### src/rtl/alu_arbiter_pkg.sv
// Shared opcode encodings, flag bundle and response-stage states for the
// ALU arbiter and its combinational core.
package alu_arbiter_pkg;

    localparam logic [1:0] OP_ADD = 2'b00;
    localparam logic [1:0] OP_SUB = 2'b01;
    localparam logic [1:0] OP_MUL = 2'b10;
    localparam logic [1:0] OP_DIV = 2'b11;

    typedef struct packed {
        logic zero;
        logic carry;
        logic sign;
        logic parity;
        logic overflow;
    } flags_t;

    typedef enum logic {
        RSP_EMPTY = 1'b0,
        RSP_FULL  = 1'b1
    } rsp_state_t;

endpackage

### src/rtl/alu_arbiter_if.sv
// Request/response bundle between the issue ports and the shared ALU arbiter.
interface alu_arbiter_if #(
    parameter int NREQ = 2,
    parameter int IDW  = 2
);
    logic [NREQ-1:0]   req_valid;
    logic [NREQ-1:0]   req_ready;
    logic [4*NREQ-1:0] req_a;
    logic [4*NREQ-1:0] req_b;
    logic [2*NREQ-1:0] req_sel;
    logic              rsp_valid;
    logic              rsp_ready;
    logic [IDW-1:0]    rsp_id;
    logic [3:0]        rsp_out;
    logic              rsp_zero;
    logic              rsp_carry;
    logic              rsp_sign;
    logic              rsp_parity;
    logic              rsp_overflow;
    logic [7:0]        op_count;

    modport master (
        output req_valid, req_a, req_b, req_sel, rsp_ready,
        input  req_ready, rsp_valid, rsp_id, rsp_out, rsp_zero, rsp_carry,
               rsp_sign, rsp_parity, rsp_overflow, op_count
    );

    modport slave (
        input  req_valid, req_a, req_b, req_sel, rsp_ready,
        output req_ready, rsp_valid, rsp_id, rsp_out, rsp_zero, rsp_carry,
               rsp_sign, rsp_parity, rsp_overflow, op_count
    );
endinterface

### src/rtl/alu_arbiter_alu_core.sv
// Purely combinational 4-bit unsigned ALU with result flags; usable standalone.
module alu_core
    import alu_arbiter_pkg::*;
(
    input  logic [3:0] a,
    input  logic [3:0] b,
    input  logic [1:0] sel,
    output logic [3:0] out,
    output flags_t     flags
);
    logic [4:0] sum;
    logic [4:0] diff;
    logic [7:0] prod;
    logic       carry;
    logic       overflow;

    always_comb begin
        sum      = {1'b0, a} + {1'b0, b};
        diff     = {1'b0, a} - {1'b0, b};
        prod     = {4'd0, a} * {4'd0, b};
        out      = 4'd0;
        carry    = 1'b0;
        overflow = 1'b0;
        case (sel)
            OP_ADD: begin
                out      = sum[3:0];
                carry    = sum[4];
                overflow = (a[3] == b[3]) && (out[3] != a[3]);
            end
            OP_SUB: begin
                out      = diff[3:0];
                carry    = (a < b);
                overflow = (a[3] != b[3]) && (out[3] != a[3]);
            end
            OP_MUL: begin
                out      = prod[3:0];
                carry    = |prod[7:4];
                overflow = |prod[7:4];
            end
            default: begin
                // Divide by zero yields 0 and reports it through carry.
                out   = (b == 4'd0) ? 4'd0 : a / b;
                carry = (b == 4'd0);
            end
        endcase
    end

    assign flags.zero     = (out == 4'd0);
    assign flags.carry    = carry;
    assign flags.sign     = out[3];
    assign flags.parity   = ^out;
    assign flags.overflow = overflow;
endmodule

### src/rtl/alu_arbiter.sv
// Round-robin arbiter sharing one ALU among NREQ requesters, with a
// single-entry response register that supports same-edge pop and refill.
//
// state     | meaning
// RSP_EMPTY | no result held, a grant may be made
// RSP_FULL  | result held until rsp_valid&rsp_ready; refill only on that pop
module alu_arbiter
    import alu_arbiter_pkg::*;
#(
    parameter int NREQ = 2,
    parameter int IDW  = 2
)(
    input logic          clk,
    input logic          rst,
    alu_arbiter_if.slave bus
);
    rsp_state_t     state;
    rsp_state_t     state_nxt;
    logic [IDW-1:0] ptr;
    logic [IDW-1:0] hi_idx;
    logic [IDW-1:0] lo_idx;
    logic [IDW-1:0] gnt_idx;
    logic           hi_found;
    logic           lo_found;
    logic           can_take;
    logic           grant;
    logic           pop;
    logic [3:0]     a_mux;
    logic [3:0]     b_mux;
    logic [1:0]     sel_mux;
    logic [3:0]     alu_out;
    flags_t         alu_flags;
    logic [IDW-1:0] rsp_id;
    logic [3:0]     rsp_out;
    flags_t         rsp_flags;
    logic [7:0]     op_count;

    // lo_* is the lowest valid index overall, hi_* the lowest at or above ptr.
    always_comb begin
        hi_found = 1'b0;
        lo_found = 1'b0;
        hi_idx   = '0;
        lo_idx   = '0;
        for (int i = NREQ - 1; i >= 0; i--) begin
            if (bus.req_valid[i]) begin
                lo_found = 1'b1;
                lo_idx   = IDW'(i);
                if (IDW'(i) >= ptr) begin
                    hi_found = 1'b1;
                    hi_idx   = IDW'(i);
                end
            end
        end
    end

    assign can_take      = !rst && ((state == RSP_EMPTY) || bus.rsp_ready);
    assign grant         = can_take && (hi_found || lo_found);
    assign gnt_idx       = hi_found ? hi_idx : lo_idx;
    assign bus.req_ready = grant ? (NREQ'(1) << gnt_idx) : '0;

    always_comb begin
        a_mux   = '0;
        b_mux   = '0;
        sel_mux = '0;
        for (int i = 0; i < NREQ; i++) begin
            if (gnt_idx == IDW'(i)) begin
                a_mux   = bus.req_a[4*i +: 4];
                b_mux   = bus.req_b[4*i +: 4];
                sel_mux = bus.req_sel[2*i +: 2];
            end
        end
    end

    alu_core u_alu (
        .a     (a_mux),
        .b     (b_mux),
        .sel   (sel_mux),
        .out   (alu_out),
        .flags (alu_flags)
    );

    always_ff @(posedge clk) begin
        if (rst) state <= RSP_EMPTY;
        else     state <= state_nxt;
    end

    always_comb begin
        state_nxt = state;
        pop       = 1'b0;
        case (state)
            RSP_EMPTY: if (grant) state_nxt = RSP_FULL;
            RSP_FULL: begin
                pop = bus.rsp_ready;
                if (pop && !grant) state_nxt = RSP_EMPTY;
            end
            default: state_nxt = RSP_EMPTY;
        endcase
    end

    always_ff @(posedge clk) begin
        if (rst) begin
            ptr       <= '0;
            rsp_id    <= '0;
            rsp_out   <= '0;
            rsp_flags <= '0;
            op_count  <= '0;
        end else begin
            if (grant) begin
                ptr       <= (gnt_idx == IDW'(NREQ - 1)) ? '0 : gnt_idx + 1'b1;
                rsp_id    <= gnt_idx;
                rsp_out   <= alu_out;
                rsp_flags <= alu_flags;
            end
            if (pop) op_count <= op_count + 8'd1;
        end
    end

    assign bus.rsp_valid    = (state == RSP_FULL);
    assign bus.rsp_id       = rsp_id;
    assign bus.rsp_out      = rsp_out;
    assign bus.rsp_zero     = rsp_flags.zero;
    assign bus.rsp_carry    = rsp_flags.carry;
    assign bus.rsp_sign     = rsp_flags.sign;
    assign bus.rsp_parity   = rsp_flags.parity;
    assign bus.rsp_overflow = rsp_flags.overflow;
    assign bus.op_count     = op_count;
endmodule

### src/flat_wrapper.sv
// flat-port wrapper written by rule: the top's interface ports become plain ports
module alu_arbiter_flat import alu_arbiter_pkg::*;
#(
    parameter int NREQ = 2,
    parameter int IDW  = 2
)
  (clk, rst, bus_req_valid, bus_req_a, bus_req_b, bus_req_sel, bus_rsp_ready, bus_req_ready, bus_rsp_valid, bus_rsp_id, bus_rsp_out, bus_rsp_zero, bus_rsp_carry, bus_rsp_sign, bus_rsp_parity, bus_rsp_overflow, bus_op_count);
  alu_arbiter_if #(.NREQ(NREQ), .IDW(IDW)) bus_i ();
  input logic clk;
  input logic rst;
  input wire logic [$bits(bus_i.req_valid)-1:0] bus_req_valid;
  input wire logic [$bits(bus_i.req_a)-1:0] bus_req_a;
  input wire logic [$bits(bus_i.req_b)-1:0] bus_req_b;
  input wire logic [$bits(bus_i.req_sel)-1:0] bus_req_sel;
  input wire logic [$bits(bus_i.rsp_ready)-1:0] bus_rsp_ready;
  output wire logic [$bits(bus_i.req_ready)-1:0] bus_req_ready;
  output wire logic [$bits(bus_i.rsp_valid)-1:0] bus_rsp_valid;
  output wire logic [$bits(bus_i.rsp_id)-1:0] bus_rsp_id;
  output wire logic [$bits(bus_i.rsp_out)-1:0] bus_rsp_out;
  output wire logic [$bits(bus_i.rsp_zero)-1:0] bus_rsp_zero;
  output wire logic [$bits(bus_i.rsp_carry)-1:0] bus_rsp_carry;
  output wire logic [$bits(bus_i.rsp_sign)-1:0] bus_rsp_sign;
  output wire logic [$bits(bus_i.rsp_parity)-1:0] bus_rsp_parity;
  output wire logic [$bits(bus_i.rsp_overflow)-1:0] bus_rsp_overflow;
  output wire logic [$bits(bus_i.op_count)-1:0] bus_op_count;
  assign bus_i.req_valid = bus_req_valid;
  assign bus_i.req_a = bus_req_a;
  assign bus_i.req_b = bus_req_b;
  assign bus_i.req_sel = bus_req_sel;
  assign bus_i.rsp_ready = bus_rsp_ready;
  assign bus_req_ready = bus_i.req_ready;
  assign bus_rsp_valid = bus_i.rsp_valid;
  assign bus_rsp_id = bus_i.rsp_id;
  assign bus_rsp_out = bus_i.rsp_out;
  assign bus_rsp_zero = bus_i.rsp_zero;
  assign bus_rsp_carry = bus_i.rsp_carry;
  assign bus_rsp_sign = bus_i.rsp_sign;
  assign bus_rsp_parity = bus_i.rsp_parity;
  assign bus_rsp_overflow = bus_i.rsp_overflow;
  assign bus_op_count = bus_i.op_count;
  alu_arbiter #(.NREQ(NREQ), .IDW(IDW)) u_core (.clk(clk), .rst(rst), .bus(bus_i));
endmodule
### config.mk
export PLATFORM = sky130hd
export DESIGN_NAME = alu_arbiter_flat
export DESIGN_NICKNAME = d
export VERILOG_FILES = /design/src/rtl/alu_arbiter_pkg.sv /design/src/rtl/alu_arbiter_if.sv /design/src/rtl/alu_arbiter_alu_core.sv /design/src/rtl/alu_arbiter.sv /design/src/flat_wrapper.sv
export SDC_FILE = /design/constraint.sdc
export NUM_CORES = 1
export LEC_CHECK = 0
export BUFFER_PORTS_ARGS = -buffer_cell sky130_fd_sc_hd__buf_2
export CAP_MARGIN = 30
export CORE_ASPECT_RATIO = 0.75
export CORE_MARGIN = 1
export CORE_UTILIZATION = 45
export DETAILED_ROUTE_END_ITERATION = 6
export PLACE_DENSITY = 0.7
export SLEW_MARGIN = 20
export SYNTH_ARGS = -nofsm -noshare
export SYNTH_HDL_FRONTEND = slang
export SYNTH_SLANG_ARGS = --single-unit
### constraint.sdc
create_clock -name clk -period 7.15 [get_ports clk]
set_input_delay 2.145 -clock clk [delete_from_list [all_inputs] [get_ports clk]]
set_output_delay 2.145 -clock clk [all_outputs]
set_load 0.05 [all_outputs]
==> results of run 1 <==
[cell families after synthesis]
kind of cell / after synthesis / share of synthesized area
other cells: 1 / 0.00168
flops: 19 / 0.170
buf+inv: 29 / 0.0538
xor+xnor: 13 / 0.0510
mux: 13 / 0.0700
fa+ha+maj: 42 / 0.255
simple gates: 82 / 0.194
compound gates: 62 / 0.204
[worst max-delay path: stages]
cell and delay [ns]:
buf_2 0.13, and2b_4 0.20, nor2_4 0.12, mux2_2 0.37, inv_1 0.12, ha_1 0.19, o21ai_0 0.11, a2bb2oi_2 0.20
ha_1 0.17, a21oi_1 0.08, nor3_2 0.22, mux2_2 0.39, ha_1 0.32, a21oi_2 0.17, nor2b_1 0.07, o21ai_2 0.23
nor2_1 0.07, a21oi_1 0.12, ha_1 0.25, a21o_1 0.16, a21o_1 0.17, a21oi_1 0.14, a2bb2oi_1 0.22, ha_1 0.27
xnor2_1 0.13, o21ai_0 0.09
[sequential cells by signal, summed over array words and instances (netlist names)]
signal and flops:
u_core.bus.rsp_carry 1, u_core.bus.rsp_parity 1, u_core.ptr 1, u_core.bus.rsp_zero 1
u_core.bus.rsp_sign 1, u_core.bus.rsp_out 3, u_core.bus.rsp_overflow 1, u_core.bus.rsp_id 1
u_core.bus.rsp_valid 1, u_core.bus.op_count 8
[cell usage after synthesis, types with 2 or more instances]
cell	instances
a21oi_1	18
o21ai_0	10
o21bai_1	2
nand3_1	9
a32o_1	2
nor2_1	26
mux2_2	3
or3_1	4
nand4_1	4
o211ai_1	2
clkbuf_1	4
xnor2_1	5
nor2b_1	4
o21a_1	2
o32ai_1	2
dfxtp_1	19
nor4_1	3
ha_1	36
inv_1	21
mux2i_1	5
buf_4	2
mux2_4	3
nor3_1	5
o21ai_2	2
fa_1	6
mux2i_2	2
a21o_1	4
nand2_1	13
nand2b_1	2
xor2_1	8
and3_1	3
[layout make-up]
cell class | instances | area, sq um | area share
Sequential cell | 19 | 380 | 0.145
Clock buffer | 4 | 45.0 | 0.0171
Inverter | 22 | 85.1 | 0.0323
Timing Repair Buffer | 56 | 308 | 0.117
Multi-Input combinational cell | 213 | 1740 | 0.662
Tap cell | 57 | 71.3 | 0.0271
[through the flow]
step | power (mW) | worst slack (ns) | hold slack [ns]
floorplan | 0.342 | 0.150 | 0.493
global placement | 0.404 | 0.238 | 0.440
detailed placement | 0.410 | 0.0385 | 0.443
CTS | 0.488 | 0.301 | 0.453
global route | 0.529 | 0.0504 | 0.473
finish | 0.491 | 0.395 | 0.451
[power breakdown]
group	internal, mW	switching [mW]
Combinational	0.119	0.173
Sequential	0.117	0.00688
Clock	0.0397	0.0360
Total	0.275	0.216
[timing repair]
item                       CTS  global route
setup endpoints to repair    0             1
setup buffers                0             1
resized for setup            0             2
[per-layer routing]
layer,up-vias,track usage,share of wire
met3,2,0.0357,0.048
met2,62,0.346,0.43
met1,979,0.328,0.51
li1,1032,-,-
met4,0,0.0366,0.0061
met5,-,0,0
[worst paths after layout]
check	to	slack (ns)
worst max-delay path	u_core.bus.rsp_parity$_SDFFE_PP0P_	0.40
worst min-delay path	u_core.bus.rsp_zero$_SDFFE_PP0P_	0.45
worst min register to register	u_core.bus.rsp_zero$_SDFFE_PP0P_	0.45
worst max register to register	u_core.bus.rsp_parity$_SDFFE_PP0P_	2.06
==> metrics, run 1 <==
Final Cell Area 2630 sq um; CTS buffer count 3; hold path start u_core.bus.rsp_zero$_SDFFE_PP0P_; placed inst area 2570 sq um; top_reg_cell synth dfxtp_1; Post-synth ARST share 0; Critical Path Source bus_req_valid[0]; CTS tree built; core region area 4620 sq um; reg-to-reg startpoint u_core.ptr[0]$_SDFFE_PP0P_; Final Hold Fails 0; cell area after synthesis 2230 sq um; largest net degree at the start of global routing 17; worst path arrival time 6.88 ns; die area 5250 sq um; first-pass GRT wire length 9400 microns; detailed-route via count 2075; Hold Crit Class flip-flop to flip-flop; Rows 21; gr usage total 0.223; gp weighted congestion 0.894; RSZ-0062 raised after global routing false; ranking of synthesized cells by area ha_1 (20%), dfxtp_1 (17%), fa_1 (5.4%); instance count of the mapped netlist 261; grt total ovfl 0; Reg clk slew, reported paths 0.07 ns; Via density 5.59; # setup viols final 0; drc violations 0; fmax 148 MHz; Max-Slew Margin vs Limit 0.570; Leakage 1.28 nW; Die X 83.3 microns; Yosys warnings 0; Core Util, Final 0.569; top cell type's share of synthesized area 0.202; Starting DRT DRC Count 113; Clock Tree Root clkbuf_8; routed wire length per instance 15.4 microns; Yosys reg bits 19; minimum clock period 6.75 ns; Post-Syn Nets 328; Final Skew 0.00318 ns; run status finished, final reports clean; IO Pins 47; VDD IR max 0.129 mV; share of cells above drive strength 1 0.261; CP Launch Type primary input; post-layout net count 382; commonest non-fill, non-tap cells in the layout buf_2 (45), ha_1 (36), nor2_1 (26); critical path type primary input to flip-flop; vias in the first global route 1900; CTS max path bufs 2; power density over the cells 187 nW/um^2; Antenna diodes 0; Post-DRT Antenna Nets 0; worst-case reg-to-reg path depth 25; most common cell after layout, fill and taps aside buf_2; Avg Cell Area, Syn 8.56 sq um; Buffers on Ports 45; Crit Path Max Fanout 5; Fillers 435; WHS Path Cells 2; routed wire length 5720 microns; TritonRoute pass-1 iters 4; clock sink count 19; post-synthesis sequential area ratio 0.170; DP HPWL 4690 microns; Die Height 63.0 microns; Slew Limit Fails 0; critical path data required time 7.27 ns; fin crit share 0.945; Initial Util 0.483; max_cap viols 0; Tightest Pin Transition 0.640 ns; Synth-to-Final Area Change 17.8%; final setup TNS 0 ns; initial antenna violation count 0; htree depth 1; Finished Layout Cells 371; Worst-Skew Late Latency 0.26 ns; Critical Path End Type flip-flop; Post-Place Cells 366; EDFF count, synth 0; quantity of hold-fixing buffers added after cts 0; Distinct cells, synth 61; Yosys top cell by area ha_1
(Power assumes the default switching activity.)
==> run 2, diff against run 1 <==
--- a/config.mk
+++ b/config.mk
@@ -11,7 +11,7 @@
 export CORE_MARGIN = 1
 export CORE_UTILIZATION = 45
 export DETAILED_ROUTE_END_ITERATION = 6
-export PLACE_DENSITY = 0.7
+export PLACE_DENSITY = 0.68
 export SLEW_MARGIN = 20
 export SYNTH_ARGS = -nofsm -noshare
 export SYNTH_HDL_FRONTEND = slang
==> constraint.sdc (replaced) <==
create_clock -name clk -period 8.4 [get_ports clk]
set_input_delay 2.52 -clock clk [delete_from_list [all_inputs] [get_ports clk]]
set_output_delay 2.52 -clock clk [all_outputs]
set_load 0.05 [all_outputs]
==> run 2 against run 1 <==
  * Global-route usage decreased by 0.28 points
  * Utilization decreased by 1.5 points
  * Combinational power decreased by 17%
==> metrics, run 2 (synthesized netlist as in run 1, its figures left out) <==
Hold Crit Endpoint u_core.bus.rsp_out[2]$_SDFFE_PP0P_ (was u_core.bus.rsp_zero$_SDFFE_PP0P_); Worst R2R End u_core.bus.rsp_parity$_SDFFE_PP0P_ (unchanged); Starting DRT DRC Count 112 (was 113); grt total ovfl 0 (unchanged); # setup viols final 0 (unchanged); WHS Path Cells 2 (unchanged); Synth-to-Final Area Change 14.7% (was 17.8%); Core Util, Final 0.554 (was 0.569); fin crit share 0.916; gp weighted congestion 0.900 (was 0.894); routed wire length 5410 microns (was 5720 microns); Hold Crit Class flip-flop to flip-flop (unchanged); initial antenna violation count 0 (unchanged); worst path arrival time 7.81 ns (was 6.88 ns); run status finished, final reports clean (unchanged); die area 5250 sq um (unchanged); final setup TNS 0 ns (unchanged); worst-case reg-to-reg path depth 24 (was 25); Fillers 425 (was 435); power density over the cells 159 nW/um^2 (was 187 nW/um^2); GR Util met2 0.322 (was 0.346); reg-to-reg startpoint u_core.ptr[0]$_SDFFE_PP0P_ (unchanged); largest net degree at the start of global routing 17 (unchanged); DP HPWL 4510 microns (was 4690 microns); max_cap viols 0 (unchanged); Post-DRT Antenna Nets 0 (unchanged); Slew Limit Fails 0 (unchanged); first-pass GRT wire length 9430 microns (was 9400 microns); critical path type primary input to flip-flop (unchanged); Clock Tree Root clkbuf_8 (unchanged); Final Power 0.408 mW (was 0.491 mW); CP Launch Type primary input (unchanged); Leakage 1.24 nW (was 1.28 nW); Die X 83.3 microns (unchanged); hold path start u_core.bus.rsp_out[2]$_SDFFE_PP0P_ (was u_core.bus.rsp_zero$_SDFFE_PP0P_); IO Pins 47 (unchanged); CTS tree built (unchanged); R2R Setup Slk 2.74 ns (was 2.06 ns); Buffers on Ports 45 (unchanged); Crit Path Max Fanout 7 (was 5); Max-Slew Margin vs Limit 0.589 (was 0.570); drc violations 0 (unchanged); Via density 5.54 (was 5.59); core region area 4620 sq um (unchanged); RSZ-0062 raised after global routing false (unchanged); CTS max path bufs 2 (unchanged); clock sink count 19 (unchanged); htree depth 1 (unchanged); Tightest Pin Transition 0.612 ns (was 0.640 ns); fmax 130 MHz; Initial Util 0.483 (unchanged); Largest register FFs 8 (unchanged); VDD IR max 0.0961 mV (was 0.129 mV); register name with the most flops u_core.bus.op_count (unchanged); post-CTS setup buffers 0 (unchanged); Critical Path End Type flip-flop (unchanged); Rows 21 (unchanged); most common cell after layout, fill and taps aside buf_2 (unchanged); met3 Track Usage GR 0.0555 (was 0.0357); Final WS setup 0.707 ns (was 0.395 ns); Antenna diodes 0 (unchanged); CTS buffer count 3 (unchanged); minimum clock period 7.69 ns; worst slack at placement 0.474 ns (was 0.0385 ns); # resized after CTS 0 (unchanged); Worst-Skew Late Latency 0.25 ns (was 0.26 ns); met1 usage 0.331 (was 0.328); Final Skew 0.00590 ns (was 0.00318 ns); Final Hold Fails 0 (unchanged); gr busiest metal met1 (was met2); quantity of hold-fixing buffers added after cts 0 (unchanged); Die Height 63.0 microns (unchanged); critical path data required time 8.52 ns (was 7.27 ns); Reg clk slew, reported paths 0.07 ns (about the same); detailed-route via count 2010 (was 2075); Largest regs u_core.bus.op_count (8), u_core.bus.rsp_out (3) (unchanged); commonest non-fill, non-tap cells in the layout buf_2 (45), ha_1 (36), nor2_1 (26) (unchanged); post-layout net count 374 (was 382); routed wire length per instance 14.9 microns (was 15.4 microns); TritonRoute pass-1 iters 4 (unchanged); vias in the first global route 1961 (was 1900); gr usage total 0.220 (was 0.223); share of cells above drive strength 1 0.235 (was 0.261)
## run 2: cell types whose count changed in the layout (fill, tap and decap cells not counted), sizes merged
cell  delta
buf      -8
## run 2: power by group
part / switching [mW] / internal, mW
clock: 0.0270 / 0.0336
combinational: 0.147 / 0.0963
sequential: 0.00511 / 0.0995
total: 0.179 / 0.229
## run 2: area by class of cell
class | count | area (sq um) | area share
Multi-Input combinational cell | 213 | 1730 | 0.676
Sequential cell | 19 | 380 | 0.148
Timing Repair Buffer | 48 | 248 | 0.0967
Inverter | 22 | 85.1 | 0.0332
Tap cell | 57 | 71.3 | 0.0278
Clock buffer | 4 | 45.0 | 0.0176
## run 2: through the flow
step                hold slack (ns)  area (sq um)  instances
CTS                           0.461          2560        363
global route                  0.487          2560        363
global placement              0.445          2520        359
finish                        0.456          2560        363
floorplan                     0.493          2230        261
detailed placement            0.451          2520        359
## run 2: worst max-delay path, cell delays in order
cell	delay, ns
buf_2	0.13
and2b_4	0.20
nor2_4	0.22
mux2_2	0.45
ha_1	0.33
a2bb2oi_2	0.18
ha_1	0.32
a21oi_1	0.07
nor3_1	0.50
mux2_2	0.42
ha_1	0.31
a21oi_1	0.23
nor2b_1	0.09
o21ai_2	0.24
nor2_1	0.07
a21oi_1	0.12
ha_1	0.24
a21o_1	0.15
a21o_1	0.17
a21oi_1	0.14
a2bb2oi_1	0.21
ha_1	0.27
xnor2_1	0.13
o21ai_0	0.08
## run 2: layer usage
metal,vias to the layer above,part of all wire
met2,62,0.41
met5,-,0
li1,1024,-
met3,4,0.066
met4,0,0.0052
met1,920,0.52
## run 2: how the worst max path moves through the flow
stage	from	endpoint	slack (ns)	depth (start not counted)
floorplan	bus_req_valid[1]	u_core.bus.rsp_parity$_SDFFE_PP0P_	1.02	24
global placement	bus_req_valid[0]	u_core.bus.rsp_parity$_SDFFE_PP0P_	0.69	24
detailed placement	bus_req_valid[0]	u_core.bus.rsp_parity$_SDFFE_PP0P_	0.47	24
CTS	bus_req_valid[0]	u_core.bus.rsp_parity$_SDFFE_PP0P_	0.73	24
global route	bus_req_valid[0]	u_core.bus.rsp_parity$_SDFFE_PP0P_	0.34	24
finish	bus_req_valid[0]	u_core.bus.rsp_parity$_SDFFE_PP0P_	0.71	24
